**src/rtl/regfile_wb_buffer_if.sv**
```systemverilog
// Write-request channel into the register-file write-back buffer.
// The master is the producing execution unit; the slave is the buffer.
interface regfile_wb_buffer_if #(
  parameter int ADDR_W = 5,
  parameter int DATA_W = 32
);
  logic              in_valid;
  logic              in_ready;
  logic [ADDR_W-1:0] in_waddr;
  logic [DATA_W-1:0] in_wdata;

  modport master (output in_valid, in_waddr, in_wdata, input in_ready);
  modport slave  (input in_valid, in_waddr, in_wdata, output in_ready);
endinterface

```
**src/rtl/regfile_wb_buffer.sv**
```systemverilog
// In-order write-back buffer driving the single regfile write port, with two
// youngest-first forwarding lookups. Optional WB_COALESCE_EN merges same-register writes.
module regfile_wb_buffer #(
  parameter int DEPTH  = 4,
  parameter int DATA_W = 32,
  parameter int ADDR_W = 5
) (
  input  logic              clk,
  input  logic              rst,
  regfile_wb_buffer_if.slave wr,
  output logic              we,
  output logic [ADDR_W-1:0] waddr,
  output logic [DATA_W-1:0] wdata,
  input  logic [ADDR_W-1:0] q1_addr,
  output logic              q1_hit,
  output logic [DATA_W-1:0] q1_data,
  input  logic [ADDR_W-1:0] q2_addr,
  output logic              q2_hit,
  output logic [DATA_W-1:0] q2_data,
  output logic              busy
);

  localparam int PTR_W = $clog2(DEPTH);
  localparam int CNT_W = $clog2(DEPTH + 1);

  typedef logic [PTR_W-1:0] ptr_t;
  typedef logic [CNT_W-1:0] cnt_t;

  localparam ptr_t PTR_ONE = ptr_t'(1);
  localparam cnt_t CNT_ONE = cnt_t'(1);
  localparam cnt_t DEPTH_C = cnt_t'(DEPTH);

  logic [ADDR_W-1:0] mem_addr [DEPTH];
  logic [DATA_W-1:0] mem_data [DEPTH];

  ptr_t head, tail, youngest;
  cnt_t count;
  logic push, pop, coalesce, nonzero;

  assign youngest = tail - PTR_ONE;
  assign nonzero  = wr.in_waddr != '0;
  assign pop      = count != '0;

`ifdef WB_COALESCE_EN
  localparam cnt_t CNT_TWO = cnt_t'(2);
  // With count >= 2 the youngest entry is not the one retiring this edge.
  assign coalesce    = (count >= CNT_TWO) && (wr.in_waddr == mem_addr[youngest]);
  assign wr.in_ready = (count < DEPTH_C) || coalesce;
`else
  assign coalesce    = 1'b0;
  assign wr.in_ready = count < DEPTH_C;
`endif

  // Writes to r0 complete the handshake but never occupy an entry.
  assign push = wr.in_valid && wr.in_ready && nonzero && !coalesce;
  assign busy = pop || we;

  // NOTE: entry storage has no reset; only pointers and count define validity.
  always_ff @(posedge clk) begin
    if (push) begin
      mem_addr[tail] <= wr.in_waddr;
      mem_data[tail] <= wr.in_wdata;
    end else if (wr.in_valid && coalesce) begin
      mem_data[youngest] <= wr.in_wdata;
    end
  end

  // NOTE: all sequential state uses non-blocking assignments so every update
  // in this block sees the pre-edge values of count, head and tail.
  always_ff @(posedge clk or negedge rst) begin
    if (!rst) begin
      head  <= '0;
      tail  <= '0;
      count <= '0;
      we    <= 1'b0;
      waddr <= '0;
      wdata <= '0;
    end else begin
      we <= pop;
      if (push) tail <= tail + PTR_ONE;
      if (pop) begin
        head  <= head + PTR_ONE;
        waddr <= mem_addr[head];
        wdata <= mem_data[head];
      end
      case ({push, pop})
        2'b10:   count <= count + CNT_ONE;
        2'b01:   count <= count - CNT_ONE;
        default: count <= count;
      endcase
    end
  end

  logic [1:0][ADDR_W-1:0] q_addr;
  assign q_addr = {q2_addr, q1_addr};

  for (genvar g = 0; g < 2; g++) begin : g_fwd
    logic              hit;
    logic [DATA_W-1:0] data;

    // NOTE: outputs get defaults first so no path leaves them unassigned.
    always_comb begin
      hit  = 1'b0;
      data = '0;
      if (q_addr[g] != '0) begin
        if (we && waddr == q_addr[g]) begin
          hit  = 1'b1;
          data = wdata;
        end
        // Scan oldest to youngest so the last match, the youngest, wins.
        for (int i = 0; i < DEPTH; i++) begin
          if (cnt_t'(i) < count && mem_addr[head + ptr_t'(i)] == q_addr[g]) begin
            hit  = 1'b1;
            data = mem_data[head + ptr_t'(i)];
          end
        end
      end
    end
  end

  assign q1_hit  = g_fwd[0].hit;
  assign q1_data = g_fwd[0].data;
  assign q2_hit  = g_fwd[1].hit;
  assign q2_data = g_fwd[1].data;

endmodule

```
**src/flat_wrapper.sv**
```systemverilog
// flat-port wrapper written by rule: the top's interface ports become plain ports
module regfile_wb_buffer_flat 
#(
  parameter int DEPTH  = 4,
  parameter int DATA_W = 32,
  parameter int ADDR_W = 5
)
  (clk, rst, we, waddr, wdata, q1_addr, q1_hit, q1_data, q2_addr, q2_hit, q2_data, busy, wr_in_valid, wr_in_waddr, wr_in_wdata, wr_in_ready);
  regfile_wb_buffer_if #(.ADDR_W(ADDR_W), .DATA_W(DATA_W)) wr_i ();
  input  logic clk;
  input  logic rst;
  output logic we;
  output logic [ADDR_W-1:0] waddr;
  output logic [DATA_W-1:0] wdata;
  input  logic [ADDR_W-1:0] q1_addr;
  output logic q1_hit;
  output logic [DATA_W-1:0] q1_data;
  input  logic [ADDR_W-1:0] q2_addr;
  output logic q2_hit;
  output logic [DATA_W-1:0] q2_data;
  output logic busy;
  input wire logic [$bits(wr_i.in_valid)-1:0] wr_in_valid;
  input wire logic [$bits(wr_i.in_waddr)-1:0] wr_in_waddr;
  input wire logic [$bits(wr_i.in_wdata)-1:0] wr_in_wdata;
  output wire logic [$bits(wr_i.in_ready)-1:0] wr_in_ready;
  assign wr_i.in_valid = wr_in_valid;
  assign wr_i.in_waddr = wr_in_waddr;
  assign wr_i.in_wdata = wr_in_wdata;
  assign wr_in_ready = wr_i.in_ready;
  regfile_wb_buffer #(.DEPTH(DEPTH), .DATA_W(DATA_W), .ADDR_W(ADDR_W)) u_core (.clk(clk), .rst(rst), .wr(wr_i), .we(we), .waddr(waddr), .wdata(wdata), .q1_addr(q1_addr), .q1_hit(q1_hit), .q1_data(q1_data), .q2_addr(q2_addr), .q2_hit(q2_hit), .q2_data(q2_data), .busy(busy));
endmodule
```
**config.mk**
```make
export PLATFORM = sky130hd
export DESIGN_NAME = regfile_wb_buffer_flat
export DESIGN_NICKNAME = d
export VERILOG_FILES = /design/src/rtl/regfile_wb_buffer_if.sv /design/src/rtl/regfile_wb_buffer.sv /design/src/flat_wrapper.sv
export SDC_FILE = /design/constraint.sdc
export NUM_CORES = 1
export LEC_CHECK = 0
export BUFFER_PORTS_ARGS = -buffer_cell sky130_fd_sc_hd__clkbuf_2
export CAP_MARGIN = 5
export CORE_UTILIZATION = 44
export DETAILED_ROUTE_END_ITERATION = 16
export HOLD_SLACK_MARGIN = 0.1
export PLACE_DENSITY = 0.7
export SLEW_MARGIN = 20
export SYNTH_ARGS = -nofsm -noshare
export SYNTH_HDL_FRONTEND = slang
export SYNTH_SLANG_ARGS = --single-unit
export TNS_END_PERCENT = 100
```
**constraint.sdc**
```tcl
create_clock -name clk -period 2.4 [get_ports clk]
set_input_delay 0.24 -clock clk [delete_from_list [all_inputs] [get_ports clk]]
set_output_delay 0.24 -clock clk [all_outputs]
set_load 0.02 [all_outputs]
```
==> key figures <==
Run status
  – Status: finished with violations
  – Failing checks: negative setup slack

Drt
  – DRT Pass-1 Iters: 7
  – Vias: between 10000 and 15000
  – # DRC: 0
  – Routed len/inst: approximately 27 um
  – DR vias/cell: about 6.8
  – Iteration-0 DRC Markers: approximately 1200
  – Final WL: 44.94 mm
  – Antenna Nets Post-Route: 0

Hold path
  – Hold Crit Class: input pin to flop
  – Hold path cells: 3

Global routing
  – Remaining Overflow, GRT: 0
  – Vias in the first global route: 10870
  – Largest net degree at the start of global routing: just over 70
  – GRT Overall Usage: between 20% and 30%
  – Initial antenna violation count: 1
  – Global-route wire length before repair: about 64 mm

Floorplan
  – Io pins: around 160
  – Placement Rows: 63
  – Die ar.: 0.03069 mm2
  – Die Width: between 150 and 200 um
  – Initial Utilization: between 40 and 50%
  – Die Height: between 150 and 200 um
  – Core ar.: 0.02956 mm2

Pwr
  – Power Density: between 1000 and 1500 mW/mm2
  – P_leak: slightly below 0.007 uW
  – Total power: around 24000 uW
  – Maximum vdd drop: 1095 uV

Logic synthesis
  – Main flop type after synthesis: edfxtp_1
  – Cells after Synth: around 960
  – Sequential area share after synthesis: between 40% and 50%
  – Cell variety after synth: between 40 and 50
  – Synth Cell Area: between 0.01 and 0.015 mm2
  – Ys Warns: 0
  – Post-synth ARST share: approximately a quarter
  – EDFF count, synth: approximately 150
  – Mapped Nets: a little over 1000
  – Avg Inst Size Synth: about 14 um2
  – Register bit total from synthesis: 193

Timing
  – Final Skew: between 10 and 15 ps
  – Final count of negative-setup-slack endpoints: 66
  – Max-slew violations: 0
  – Final min period: 3479 ps
  – RSZ-0062 raised after global routing: yes
  – Worst Tran Pin Value: 846.1 ps
  – Final hold vios: 0
  – Setup ws final: -1079 ps
  – WHS: around 260 ps
  – Tcrit/Tclk final: 145.0%
  – Rel. slew slack: a little over two fifths
  – Peak Freq: around 0.29 GHz

Layout
  – Multi-input logic area: 0.008705 mm2
  – Commonest non-fill, non-tap cells in the layout: mux4_2, edfxtp_1, buf_4
  – Sequential Area: about 0.0056 mm2
  – Filler cells: roughly 2100
  – Final instance count without filler cells: ~1600
  – Area grow syn2layout: 43.68%
  – Final instance area: approximately 0.019 mm2
  – Layout net count: 1294
  – Share of layout cells above drive strength 1: just under 60%

Placement
  – Detailed Place HPWL: around 28 mm
  – Post-DP Area: around 0.016 mm2
  – Number of port buffers: 155
  – Final GP Congestion: around 0.88
  – Dpl cells: 1532
  – Pre-CTS setup slack: -682.0 ps

Setup path
  – Critical path data required time: ~2200 ps
  – Crit end category: output port
  – R2R cell count: 6
  – Critical path class: flop to output port
  – Worst setup SP type: flop
  – Crit Path Max Fanout: 7
  – Worst path arrival time: between 3000 and 4000 ps

Clock tree
  – Reg clk slew, reported paths: 80 ps
  – Clock Latency Late Sink: ~440 ps
  – Clock tree from TritonCTS: built
  – Clock Path Buffers: 2
  – Root buf cell: clkbuf_16
  – Number of buffers created by CTS: 17
  – CTS HTree Levels: 4
  – Clock Sink Count: roughly 190

Run
  – Max cap viols: 0
-- worst max-delay path, stage by stage (launching register included) --
cell       delay [ps]
dfrtp_4           540
buf_8             160
buf_4             150
mux4_2            510
xnor2_2           190
nand2_2           130
o21ba_4           320
clkbuf_16         210
a221oi_4          320
o31ai_4           100
clkbuf_8          170
-- flip-flops by register name (all words and copies together), names as in the netlist --
signal           cells
u_core.waddr         5
u_core.wdata        32
u_core.head          2
u_core.mem_addr     20
u_core.tail          2
u_core.count         3
u_core.mem_data    128
u_core.we            1
-- metal layers --
metal / share of wire (%) / vias to the layer above / track usage (%)
met5: 0 / - / 0
li1: - / 4607 / -
met1: 38 / 5669 / 36.64
met4: 3.7 / 0 / 12.10
met2: 50 / 720 / 44.92
met3: 8.6 / 131 / 5.614
-- metrics by stage --
| step | utilization [%] | setup TNS (ps) |
|---|---|---|
| after global placement | 54.00 | -38590 |
| after CTS | 60.43 | -64430 |
| final | 64.16 | -67050 |
| after detailed placement | 54.00 | -39540 |
| after floorplan | - | -13230 |
| after global routing | 64.16 | -73560 |
-- cell type report --
class                      instances  share of cell area [%]
antenna                            1                 0.01320
clock buffer                      17                   2.243
clock inverter                    15                   1.108
inverter                           7                  0.1386
multi-input combinational        647                   45.90
sequential                       193                   29.41
tap                              390                   2.573
timing repair buffer             369                   18.61
-- power breakdown --
part / internal, uW / switching [uW] / leakage [uW] / total [uW]
clock network: 1530 / 1500 / 0.000306 / 3030
registers: 4420 / 1000 / 0.00187 / 5420
logic: 7260 / 8360 / 0.00455 / 15600
-- final timing paths --
| kind | from | endpoint | slack [ps] |
|---|---|---|---|
| worst max-delay path | u_core.head[0] | q2_data[11] | -1080 |
| worst min-delay path | wr_in_valid | u_core.tail[0] | 260 |
| worst max register to register | u_core.head[1] | u_core.wdata[12] | 240 |
| worst min register to register | u_core.waddr[0] | u_core.waddr[0] | 570 |
| max in group asynchronous | rst | u_core.head[1] | 1330 |
| min in group asynchronous | rst | u_core.waddr[2] | 430 |
-- cell families (layout without fill, tap and decap cells) --
group                      after synthesis  count (layout)  synth area share (%)
other                                    0               1                     0
xor gates and xnor gates                56              56                 3.716
DFF                                    193             193                 42.20
adders and majority gates                9               9                0.8532
AOI/OAI and AO/OA                      203             203                 15.26
and+or+nand+nor                        230             230                 7.859
buffers and inverters                  118             408                 4.749
muxes                                  149             149                 25.36
-- synthesized netlist by cell type, types with 30 or more instances --
library cell | count | area (um2)
mux4_2 | 147 | 3311
a32oi_1 | 64 | 560.5
nor3_1 | 62 | 310.3
xnor2_1 | 34 | 297.8
dfrtp_1 | 45 | 1126
buf_2 | 30 | 150.1
nand2_1 | 120 | 450.4
clkbuf_1 | 48 | 180.2
a221oi_1 | 35 | 306.5
o31ai_1 | 35 | 262.8
edfxtp_1 | 148 | 4444
-- repair_timing --
item / CTS / global route
endpoints found under the hold margin: 171 / 0
pin swaps: 22 / 45
hold buffers: 38 / 0
buffers inserted: 13 / 13
cloned: 5 / 7
gates resized for setup: 112 / 203
endpoints found under the setup margin: 66 / 66
Note: power is estimated with default switching activity, not from simulation.
